===== src/rtl/spi_flash_master_if.sv =====
`default_nettype none
// ============================================================================
// Module   : spi_flash_master_if
// Brief    : CPU-side register strobes and readback of the SPI flash master.
// Revision : 1.0 - initial release
// ============================================================================
interface spi_flash_master_if;
    logic        wr_data;
    logic        wr_ctrl;
    logic        rd_data;
    logic [15:0] din;
    logic [7:0]  rx_data;
    logic [2:0]  status;

    // The CPU decode drives the strobes; the SPI block answers with readback.
    modport master (
        output wr_data,
        output wr_ctrl,
        output rd_data,
        output din,
        input  rx_data,
        input  status
    );

    modport slave (
        input  wr_data,
        input  wr_ctrl,
        input  rd_data,
        input  din,
        output rx_data,
        output status
    );
endinterface
`default_nettype wire


===== src/rtl/spi_flash_master.sv =====
`default_nettype none
// ============================================================================
// Module   : spi_flash_master
// Brief    : IO-mapped mode-0 SPI master, MSB first, 8-bit frames, boot flash.
// Revision : 1.0 - initial release
// ============================================================================
module spi_flash_master #(
    parameter int DIV_W     = 8,
    parameter int DIV_RESET = 2
) (
    input  logic              clk,
    input  logic              resetq,
    spi_flash_master_if.slave bus,
    output logic              sck,
    output logic              mosi,
    input  logic              miso,
    output logic              cs_n
);

    localparam logic [DIV_W-1:0] c_div_reset = DIV_W'(DIV_RESET);

    typedef enum logic [1:0] {
        ST_IDLE = 2'd0,
        ST_LOW  = 2'd1,
        ST_HIGH = 2'd2
    } state_t;

    state_t             r_state;
    logic [DIV_W-1:0]   r_hc;
    logic [DIV_W-1:0]   r_div_l;
    logic [DIV_W-1:0]   r_div;
    logic [7:0]         r_shift;
    logic [2:0]         r_bitcnt;
    logic               r_sck;
    logic               r_mosi;
    logic               r_cs_n;
    logic               r_busy;
    logic               r_rx_valid;
    logic               r_err;
    logic [7:0]         r_rx_data;

    state_t             w_state;
    logic [DIV_W-1:0]   w_hc;
    logic [DIV_W-1:0]   w_div_l;
    logic [DIV_W-1:0]   w_div;
    logic [7:0]         w_shift;
    logic [2:0]         w_bitcnt;
    logic               w_sck;
    logic               w_mosi;
    logic               w_cs_n;
    logic               w_busy;
    logic               w_rx_valid;
    logic               w_err;
    logic [7:0]         w_rx_data;

    logic               w_hc_done;
    logic [7:0]         w_shift_in;

    assign w_hc_done  = (r_hc == r_div_l);
    assign w_shift_in = {r_shift[6:0], miso};

    always_comb begin
        w_state    = r_state;
        w_hc       = r_hc;
        w_div_l    = r_div_l;
        w_div      = r_div;
        w_shift    = r_shift;
        w_bitcnt   = r_bitcnt;
        w_sck      = r_sck;
        w_mosi     = r_mosi;
        w_cs_n     = r_cs_n;
        w_busy     = r_busy;
        w_rx_valid = r_rx_valid;
        w_err      = r_err;
        w_rx_data  = r_rx_data;

        // Control writes are applied first so frame events below can override them.
        if (bus.wr_ctrl) begin
            w_div = bus.din[8 +: DIV_W];
            if (!r_busy) begin
                w_cs_n = ~bus.din[0];
            end
            if (bus.din[1]) begin
                w_err = 1'b0;
            end
        end

        if (bus.rd_data) begin
            w_rx_valid = 1'b0;
        end

        case (r_state)
            ST_IDLE: begin
                if (bus.wr_data) begin
                    w_shift  = bus.din[7:0];
                    w_mosi   = bus.din[7];
                    w_bitcnt = 3'd0;
                    w_hc     = '0;
                    w_div_l  = r_div;
                    w_busy   = 1'b1;
                    w_state  = ST_LOW;
                end
            end

            ST_LOW: begin
                if (w_hc_done) begin
                    w_sck   = 1'b1;
                    w_hc    = '0;
                    w_state = ST_HIGH;
                end else begin
                    w_hc = r_hc + 1'b1;
                end
            end

            ST_HIGH: begin
                if (w_hc_done) begin
                    // miso is taken on the last high cycle to absorb the IO-cell register.
                    w_sck   = 1'b0;
                    w_shift = w_shift_in;
                    w_hc    = '0;
                    if (r_bitcnt == 3'd7) begin
                        w_rx_data  = w_shift_in;
                        w_rx_valid = 1'b1;
                        w_busy     = 1'b0;
                        w_mosi     = 1'b0;
                        w_state    = ST_IDLE;
                        if (r_rx_valid) begin
                            w_err = 1'b1;
                        end
                    end else begin
                        w_bitcnt = r_bitcnt + 3'd1;
                        w_mosi   = r_shift[6];
                        w_state  = ST_LOW;
                    end
                end else begin
                    w_hc = r_hc + 1'b1;
                end
            end

            default: begin
                w_state = ST_IDLE;
            end
        endcase

        // A write while a frame is in flight is dropped and flagged; this beats a clear.
        if (bus.wr_data && r_busy) begin
            w_err = 1'b1;
        end
    end

    always_ff @(posedge clk or negedge resetq) begin
        if (!resetq) begin
            r_state    <= ST_IDLE;
            r_hc       <= '0;
            r_div_l    <= '0;
            r_div      <= c_div_reset;
            r_shift    <= 8'h00;
            r_bitcnt   <= 3'd0;
            r_sck      <= 1'b0;
            r_mosi     <= 1'b0;
            r_cs_n     <= 1'b1;
            r_busy     <= 1'b0;
            r_rx_valid <= 1'b0;
            r_err      <= 1'b0;
            r_rx_data  <= 8'h00;
        end else begin
            r_state    <= w_state;
            r_hc       <= w_hc;
            r_div_l    <= w_div_l;
            r_div      <= w_div;
            r_shift    <= w_shift;
            r_bitcnt   <= w_bitcnt;
            r_sck      <= w_sck;
            r_mosi     <= w_mosi;
            r_cs_n     <= w_cs_n;
            r_busy     <= w_busy;
            r_rx_valid <= w_rx_valid;
            r_err      <= w_err;
            r_rx_data  <= w_rx_data;
        end
    end

    assign bus.rx_data = r_rx_data;
    assign bus.status  = {r_err, r_rx_valid, r_busy};
    assign sck         = r_sck;
    assign mosi        = r_mosi;
    assign cs_n        = r_cs_n;

endmodule
`default_nettype wire


===== src/flat_wrapper.sv =====
// flat-port wrapper written by rule: the top's interface ports become plain ports
module spi_flash_master_flat 
#(
    parameter int DIV_W     = 8,
    parameter int DIV_RESET = 2
)
  (clk, resetq, sck, mosi, miso, cs_n, bus_wr_data, bus_wr_ctrl, bus_rd_data, bus_din, bus_rx_data, bus_status);
  spi_flash_master_if bus_i ();
  input  logic clk;
  input  logic resetq;
  output logic sck;
  output logic mosi;
  input  logic miso;
  output logic cs_n;
  input wire logic [$bits(bus_i.wr_data)-1:0] bus_wr_data;
  input wire logic [$bits(bus_i.wr_ctrl)-1:0] bus_wr_ctrl;
  input wire logic [$bits(bus_i.rd_data)-1:0] bus_rd_data;
  input wire logic [$bits(bus_i.din)-1:0] bus_din;
  output wire logic [$bits(bus_i.rx_data)-1:0] bus_rx_data;
  output wire logic [$bits(bus_i.status)-1:0] bus_status;
  assign bus_i.wr_data = bus_wr_data;
  assign bus_i.wr_ctrl = bus_wr_ctrl;
  assign bus_i.rd_data = bus_rd_data;
  assign bus_i.din = bus_din;
  assign bus_rx_data = bus_i.rx_data;
  assign bus_status = bus_i.status;
  spi_flash_master #(.DIV_W(DIV_W), .DIV_RESET(DIV_RESET)) u_core (.clk(clk), .resetq(resetq), .bus(bus_i), .sck(sck), .mosi(mosi), .miso(miso), .cs_n(cs_n));
endmodule

===== config.mk =====
export PLATFORM = sky130hd
export DESIGN_NAME = spi_flash_master_flat
export DESIGN_NICKNAME = d
export VERILOG_FILES = /design/src/rtl/spi_flash_master_if.sv /design/src/rtl/spi_flash_master.sv /design/src/flat_wrapper.sv
export SDC_FILE = /design/constraint.sdc
export NUM_CORES = 1
export LEC_CHECK = 0
export ABC_AREA = 1
export BUFFER_PORTS_ARGS = -buffer_cell sky130_fd_sc_hd__buf_2
export CORE_MARGIN = 2
export CORE_UTILIZATION = 40
export CTS_CLUSTER_DIAMETER = 50
export DETAILED_ROUTE_END_ITERATION = 8
export PLACE_DENSITY_LB_ADDON = 0.3
export SLEW_MARGIN = 40
export SYNTH_ARGS = -nofsm -noshare
export SYNTH_HDL_FRONTEND = slang
export SYNTH_SLANG_ARGS = --single-unit

===== constraint.sdc =====
create_clock -name clk -period 3.06 [get_ports clk]
set_clock_uncertainty 0.15 [all_clocks]
set_input_delay 0.612 -clock clk [delete_from_list [all_inputs] [get_ports clk]]
set_output_delay 0.612 -clock clk [all_outputs]
set_load 0.005 [all_outputs]

=== After elaboration in Yosys (flattened, before gate mapping) ===
Index checks and enable logic that the tools add are counted.
Widths: inputs -> output; s select.

* Register bits: 50
* Logic and storage cells: 78

* Add/sub/neg operators: 2
* Eq/ne operators: 9
* Muxes and demuxes: 37
* Bitwise gates (word level): 2
* Reduce and logical (&&, ||, !) cells: 15

{| class="wikitable"
|+ Operator list
! kind !! count
|-
| $mux 1 || 20
|-
| $mux 8 || 2
|-
| $pmux 8 s2 || 1
|-
| $mux 7 || 2
|-
| $pmux 7 s2 || 1
|-
| $reduce_and 3->1 || 4
|-
| $mux 3 || 3
|-
| $add 8x1->8 const B || 1
|-
| $eq 8x8->1 || 1
|-
| $reduce_and 4->1 || 2
|-
| $mux 2 || 3
|-
| $ne 2x1->1 const B || 3
|-
| $pmux 1 s2 || 3
|-
| $pmux 2 s3 || 1
|-
| $pmux 3 s2 || 1
|-
| $reduce_and 2->1 || 3
|-
| $reduce_bool 2->1 || 3
|-
| $ne 2x2->1 const B || 2
|-
| $add 3x1->3 const B || 1
|-
| $eq 3x3->1 const B || 1
|-
| $eq 2x1->1 const B || 1
|-
| $eq 2x2->1 const B || 1
|-
| $logic_not 2->1 || 1
|-
| $not 1->1 || 2
|-
| other kinds (2) || 2
|}

=== Longest topological paths before layout ===
Gate-level depths: netlist of the first run.

* Word-level depth: 7
* Gate-level depth with buffers: 11
* Depth with buffers taken out: 10

=== Least setup slack after synthesis of the first run ===
No wires, ideal clock.

* Path type: reg2reg
* Start point: register u_core.r_state[0]
* End point: register u_core.r_hc[7]
* Setup time: 0.134 ns
* Arrival: 1.435 ns
* Data required time: 2.776 ns
* Setup slack: 1.341 ns
* Cell stages (with the launch flop): 11
* Path buffers: 0
* Clock period less this slack: 1.719 ns
* Cells stage by stage: dfrtp_1 inv_1 ha_1 inv_1 nor2_2 nor2_4 nand3_1 nor2_1 nand2_1 xor2_1 nor2_1

* Cells in the longest elaborated chain, start to end: 4
* Elaborated cells between the ends (all ways): 8
* Those cells by class: eq/ne (3); mux (1); reduce/logical (4)

{| class="wikitable"
|+ Ends and longest elaborated chain
! what !! RTL line !! RTL
|-
| start, declared || spi_flash_master.sv:28 || <nowiki>state_t r_state;</nowiki>
|-
| start signal, assigned || spi_flash_master.sv:167 || <nowiki>r_state <= w_state;</nowiki>
|-
| $eq 2x1->1 / $eq 2x2->1 (equally long branches) || spi_flash_master.sv:92 || <nowiki>case (r_state)</nowiki>
|-
| $reduce_or 2->1 (no source line) || n/a ||
|-
| $reduce_bool 2->1 (no source line) || n/a ||
|-
| $reduce_and 2->1 (no source line) || n/a ||
|-
| end signal, assigned || spi_flash_master.sv:168 || <nowiki>r_hc <= w_hc;</nowiki>
|-
| end, declared || spi_flash_master.sv:29 || <nowiki>logic [DIV_W-1:0] r_hc;</nowiki>
|}

Parallel ways exist; a longest one is shown, timed or not.
A chain may end at the register's enable or synchronous reset.

=== Worst setup path in the final report of the first run ===
Same ends and word-level chain as after synthesis.

==> flow_summary.toml, run 1 <==
[status]
status = "completed"

[power_and_ir_drop]
internal_power_mw = 1.35
power_leakage_nw = 1.43
vdd.ir_drop.worst_mv = 0.385
switchingPower_uw = 821
switching_share_pct = 37.9
powerDensity_nw_per_um2 = 764
power_frac_comb_pct = 35.4
p_clk_share_pct = 21.4
seqPwrFrac_pct = 43.2

[clock_tree]
clockBufferDepth = 2
cts_sinks = 50
insertion_delay_ps = 300
cts_buffers = 5
cts_tree = "built"
root_buffer = "clkbuf_8"
cts.clk_slew.worst_paths_ps = 90
cts-htree-levels = 2
cts_setup_buffers = 0

[timing]
period_needed_ps = 1930
final_hold_viol_count = 0
rsz0062_at_grt = "false"
setup_viol = 0
finalMaxSlewViolations = 0
tightest_slew_ps = 469
fmax_ghz = 0.519
fin_tns_setup_ps = 0
timing.slew.headroom_pct = 68.7
fin_crit_sh_pct = 62.9

[critical_path]
crit_top_cell = "inv_1"
critPathMaxStageDelay_ps = 410
startpoint_type = "register"
cp_top_family = "flip-flops"
path_cells = "inv_1 -> ha_1 -> inv_1 -> nor2_2 -> nor2_4 -> inv_2 -> a21oi_1 -> nor2_1"
end_kind = "register"
critPathMaxFanout = 7
path_class = "register to register"
critPathSlowestCell = "dfrtp_1"
worstPathRequired_ps = 3090
cp_data_arrival_time_ps = 1950
cp.buffers_inverters = 3

[finish]
nets = 350
utilization_pct = 47.6
area_growth_pct = 13.8
antennaDiodeCount = 0
drive_above_1_share_pct = 23.9

[detailed_routing]
num_vias = 1835
drt_iter0_markers = 107
drc = 0
drt_wl_total_mm = 4.57
detail_route.vias_per_cell = 4.62
final_antenna_net_count = 0
drt-wirelength-per-cell_um = 11.5
first_pass_iters = 4

[synthesis]
syn_avg_cell_area_um2 = 8.75
synth_edf_count = 0
synth_area_leaders = "dfrtp_1, nand2_1, inv_1, o21ai_2, o21ai_0"
synth_cell_types = 29
async_flop_share_pct = 100
synth_common_cells = "nand2_1, dfrtp_1, inv_1, o21ai_0, o21ai_2"
ys_seq_area_share_pct = 50.3
synth_fp_nets = 314
synth_area_um2 = 2490
yosys.area.top_type = "dfrtp_1"
synth_flop_cell = "dfrtp_1"
netlist_instances = 285
synth_top_area_share_pct = 48.2
synth-seq-cells = 50
yosysMostFrequentCell = "nand2_1"
ys_warn_count = 0

[placement]
place_hpwl_mm = 3.44
place_congestion = 0.849
port_buffers = 35

[die]
core_area_um2 = 5960
start_util_pct = 41.9
row_count = 28
die-area_um2 = 6880
die_w_um = 83.0
die_h_um = 83.0
num_io_pins = 36

[hold_path]
hold_path_class = "input port to register"

[run]
drv_cap = 0

[grt]
antenna_found_initial = 0
grt_first_pass_wirelength_mm = 8.19
track_usage_pct = 14.3
grt.overflow.total = 0
grt_start_max_net_pins = 28
grt_pass1_vias = 1803
[per-stage QoR]
| stage | instance area [um^2] | power [mW] | setup slack (ps) | hold slack (ps) | instances |
|---|---|---|---|---|---|
| floorplan | 2490 | 1.56 | 1340 | 166 | 285 |
| global placement | 2720 | 1.70 | 1210 | 257 | 388 |
| detailed placement | 2720 | 1.72 | 1150 | 261 | 388 |
| CTS | 2840 | 2.19 | 1140 | 320 | 397 |
| global route | 2840 | 2.35 | 955 | 319 | 397 |
| finish | 2840 | 2.17 | 1130 | 324 | 397 |
[routing by layer]
| metal | GRT usage, % | up-vias | share of wire, % |
|---|---|---|---|
| li1 | - | 964 | - |
| met3 | 3.58 | 7 | 3.5 |
| met4 | 5.22 | 0 | 1.7 |
| met2 | 22.5 | 38 | 45 |
| met1 | 19.1 | 826 | 50 |
| met5 | 0 | - | 0 |
[timing repair]
item                                   in CTS  in global routing
endpoints found under the hold margin       1                  0
hold buffers                                1                  0
resized for setup                           0                  0
[state kept, by name, indices dropped and copies added, names as in the netlist]
signal	flops
u_core.bus.rx_data	8
u_core.cs_n	1
u_core.mosi	1
u_core.r_bitcnt	3
u_core.r_busy	1
u_core.r_div	8
u_core.r_div_l	8
u_core.r_err	1
u_core.r_hc	8
u_core.r_rx_valid	1
u_core.r_shift	7
u_core.r_state	2
u_core.sck	1
[power by group through the flow]
stage          clock network (mW)  logic (mW)  registers, mW
2_1_floorplan                   0       0.633          0.924
3_3_place_gp                    0       0.754          0.942
3_5_place_dp                    0       0.776          0.948
4_1_cts                     0.477       0.780          0.937
5_1_grt                     0.504       0.880          0.962
6_report                    0.464       0.768          0.937
[layout make-up]
class	count	area, um^2
fill	599	3120
sequential	50	1250
clock buffer	6	72.6
clock inverter	2	37.5
timing repair buffer	39	208
inverter	39	149
tap	75	93.8
multi-input combinational	186	1020
[cell families after synthesis]
| kind of cell | synth area share (%) |
|---|---|
| compound gates | 13.2 |
| simple gates | 21.9 |
| fa+ha+maj | 3.51 |
| buf+inv | 8.68 |
| flops | 50.3 |
| xor+xnor | 2.46 |
[worst paths after layout]
| path | startpoint | endpoint | slack, ps | depth (start not counted) |
|---|---|---|---|---|
| max in group asynchronous | resetq | u_core.r_state[0]$_DFFE_PN0P_ | 1770 | 3 |
| min in group asynchronous | resetq | u_core.r_div_l[6]$_DFFE_PN0P_ | 470 | 2 |
| worst min-delay path | bus_din[0] | u_core.cs_n$_DFFE_PN1P_ | 320 | 2 |
| worst max register to register | u_core.r_state[0]$_DFFE_PN0P_ | u_core.r_hc[7]$_DFFE_PN0P_ | 1130 | 8 |
| worst max-delay path | u_core.r_state[0]$_DFFE_PN0P_ | u_core.r_hc[7]$_DFFE_PN0P_ | 1130 | 8 |
| worst min register to register | u_core.mosi$_DFFE_PN0P_ | u_core.mosi$_DFFE_PN0P_ | 330 | 2 |
[cells in the final DEF, fill, tap and decap left out, types with 4 or more instances in the layout]
cell       n
o21ai_0   25
nor2_1    11
clkbuf_8   5
ha_1       7
nand4_1    5
o21ai_2   15
a21oi_1    4
nand2_1   83
nand3_1   10
xor2_1     4
buf_2     35
dfrtp_1   48
inv_1     36
(Power assumes the default switching activity.)
==> run 2: changes to the inputs <==
Clock period 3.06 ns to 1.9 ns, I/O delays scaled along.
==> flow_summary.toml, run 2 (synthesis gave the netlist of run 1 again) <==
[status]
status = "completed"

[clock_tree]
cts-htree-levels = 2
insertion_delay_ps = 300
root_buffer = "clkbuf_8"
clockBufferDepth = 2
cts_sinks = 50
cts.clk_slew.worst_paths_ps = 90
cts_tree = "built"
cts_buffers = 5

[grt]
use_met1_pct = 19.4
grt_start_max_net_pins = 27
grt.overflow.total = 0
grt_first_pass_wirelength_mm = 8.07
track_usage_pct = 14.3
met2_usage_pct = 22.4
top_usage_layer = "met2"
antenna_found_initial = 0
grt_pass1_vias = 1823
gr-usage-met3_pct = 2.68

[critical_path]
critPathMaxFanout = 9
critPathMaxStageDelay_ps = 440
path_class = "register to register"
cp.buffers_inverters = 2
critPathLaunch = "u_core.r_hc[5]$_DFFE_PN0P_"
critPathSlowestCell = "dfrtp_1"
path_cells = "inv_1 -> nand2_1 -> nand2_1 -> nand2_1 -> nor2_2 -> nand2_4 -> inv_4 -> nand3_2 -> o21ai_2"
worstPathRequired_ps = 1980
crit_top_cell = "nand2_1"
r2r_cells = 9
startpoint_type = "register"
end_kind = "register"
r2r-end = "u_core.bus.rx_data[2]$_DFFE_PN0P_"
r2r-start = "u_core.r_hc[5]$_DFFE_PN0P_"
cp_top_family = "simple AND/OR/NAND/NOR gates"
reg2reg_slack_ps = 130
cp_data_arrival_time_ps = 1850

[finish]
seqCellArea_um2 = 1250
multi_input_area_um2 = 1050
nets = 354
area_growth_pct = 15.0
drive_above_1_share_pct = 26.1
layout_common_cells = "nand2_1, dfrtp_1, inv_1, buf_2, o21ai_0"
antennaDiodeCount = 0
nFillCells = 572
mostFrequentLayoutCell = "nand2_1"
utilization_pct = 48.2

[hold_path]
hold_path_class = "input port to register"
whs_endpoint = "u_core.cs_n$_DFFE_PN1P_"
hold_depth = 2
worstHoldStart = "bus_din[0]"

[detailed_routing]
final_antenna_net_count = 0
first_pass_iters = 4
detail_route.vias_per_cell = 4.65
drc = 0
drt_iter0_markers = 91
drt-wirelength-per-cell_um = 11.5
drt_wl_total_mm = 4.59
num_vias = 1865

[timing]
setup_viol = 0
tightest_slew_ps = 472
final_hold_viol_count = 0
fin_crit_sh_pct = 93.4
finalMaxSlewViolations = 0
timing.slew.headroom_pct = 68.5
fmax_ghz = 0.564
rsz0062_at_grt = "true"
period_needed_ps = 1770

[die]
row_count = 28
num_io_pins = 36
die_w_um = 83.0
die_h_um = 83.0
die-area_um2 = 6880
start_util_pct = 41.9
core_area_um2 = 5960

[power_and_ir_drop]
vdd.ir_drop.worst_mv = 0.586
switchingPower_mw = 1.33
powerDensity_nw_per_um2 = 1200
power_frac_comb_pct = 37.8
p_clk_share_pct = 18.7
power_leakage_nw = 1.44
finalPower_mw = 3.44
seqPwrFrac_pct = 43.5
switching_share_pct = 38.6
internal_power_mw = 2.11

[run]
drv_cap = 0

[placement]
place_congestion = 0.844
port_buffers = 35
place_hpwl_mm = 3.30
[run 2: worst max path at each step]
stage	cells after the start	slack (ps)	endpoint
finish	9	130	u_core.bus.rx_data[2]$_DFFE_PN0P_
global route	9	-6	u_core.r_hc[4]$_DFFE_PN0P_
CTS	10	50	u_core.r_hc[7]$_DFFE_PN0P_
detailed placement	10	60	u_core.r_hc[7]$_DFFE_PN0P_
global placement	10	120	u_core.r_hc[7]$_DFFE_PN0P_
floorplan	10	180	u_core.r_hc[7]$_DFFE_PN0P_
[run 2: power groups by stage]
| stage | clock, mW | combinational [mW] | sequential [mW] |
|---|---|---|---|
| 4_1_cts | 0.670 | 1.28 | 1.50 |
| 5_1_grt | 0.701 | 1.52 | 1.54 |
| 3_5_place_dp | 0 | 1.27 | 1.52 |
| 3_3_place_gp | 0 | 1.24 | 1.51 |
| 6_report | 0.644 | 1.30 | 1.50 |
| 2_1_floorplan | 0 | 1.02 | 1.49 |
[run 2: final cells by class]
cell class | instances | share of cell area (%)
multi-input combinational | 187 | 36.5
inverter | 39 | 5.19
timing repair buffer | 42 | 8.03
clock buffer | 6 | 2.88
tap | 75 | 3.27
clock inverter | 2 | 0.436
sequential | 50 | 43.7
[run 2: per-stage QoR]
stage / TNS, ps / cell area, um^2 / std cells / worst slack (ps) / hold slack [ps]
CTS: 0 / 2840 / 399 / 51.1 / 74.2
detailed placement: 0 / 2730 / 390 / 58.8 / 251
finish: 0 / 2870 / 401 / 126 / 88.5
global placement: 0 / 2730 / 390 / 124 / 247
floorplan: 0 / 2490 / 285 / 181 / -65.6
global route: -5.77 / 2870 / 401 / -5.77 / 86.0
[run 2: worst reg2reg max path: stages, from the launching register on]
cell     delay, ps
dfrtp_1        440
inv_1          110
nand2_1         50
nand2_1         50
nand2_1         60
nor2_2         160
nand2_4        100
inv_4          100
nand3_2        260
o21ai_2        210
[run 2: layer usage]
layer,part of all wire (%),vias up
li1,-,986
met1,49,837
met2,45,36
met3,3.7,6
met4,2.0,0
met5,0,-
[run 2: repair_timing]
action,CTS,global route
hold buffers,1,0
hold endpoints to repair,48,0
buffers inserted,0,1
endpoints found under the setup margin,0,9
gates resized for setup,0,4
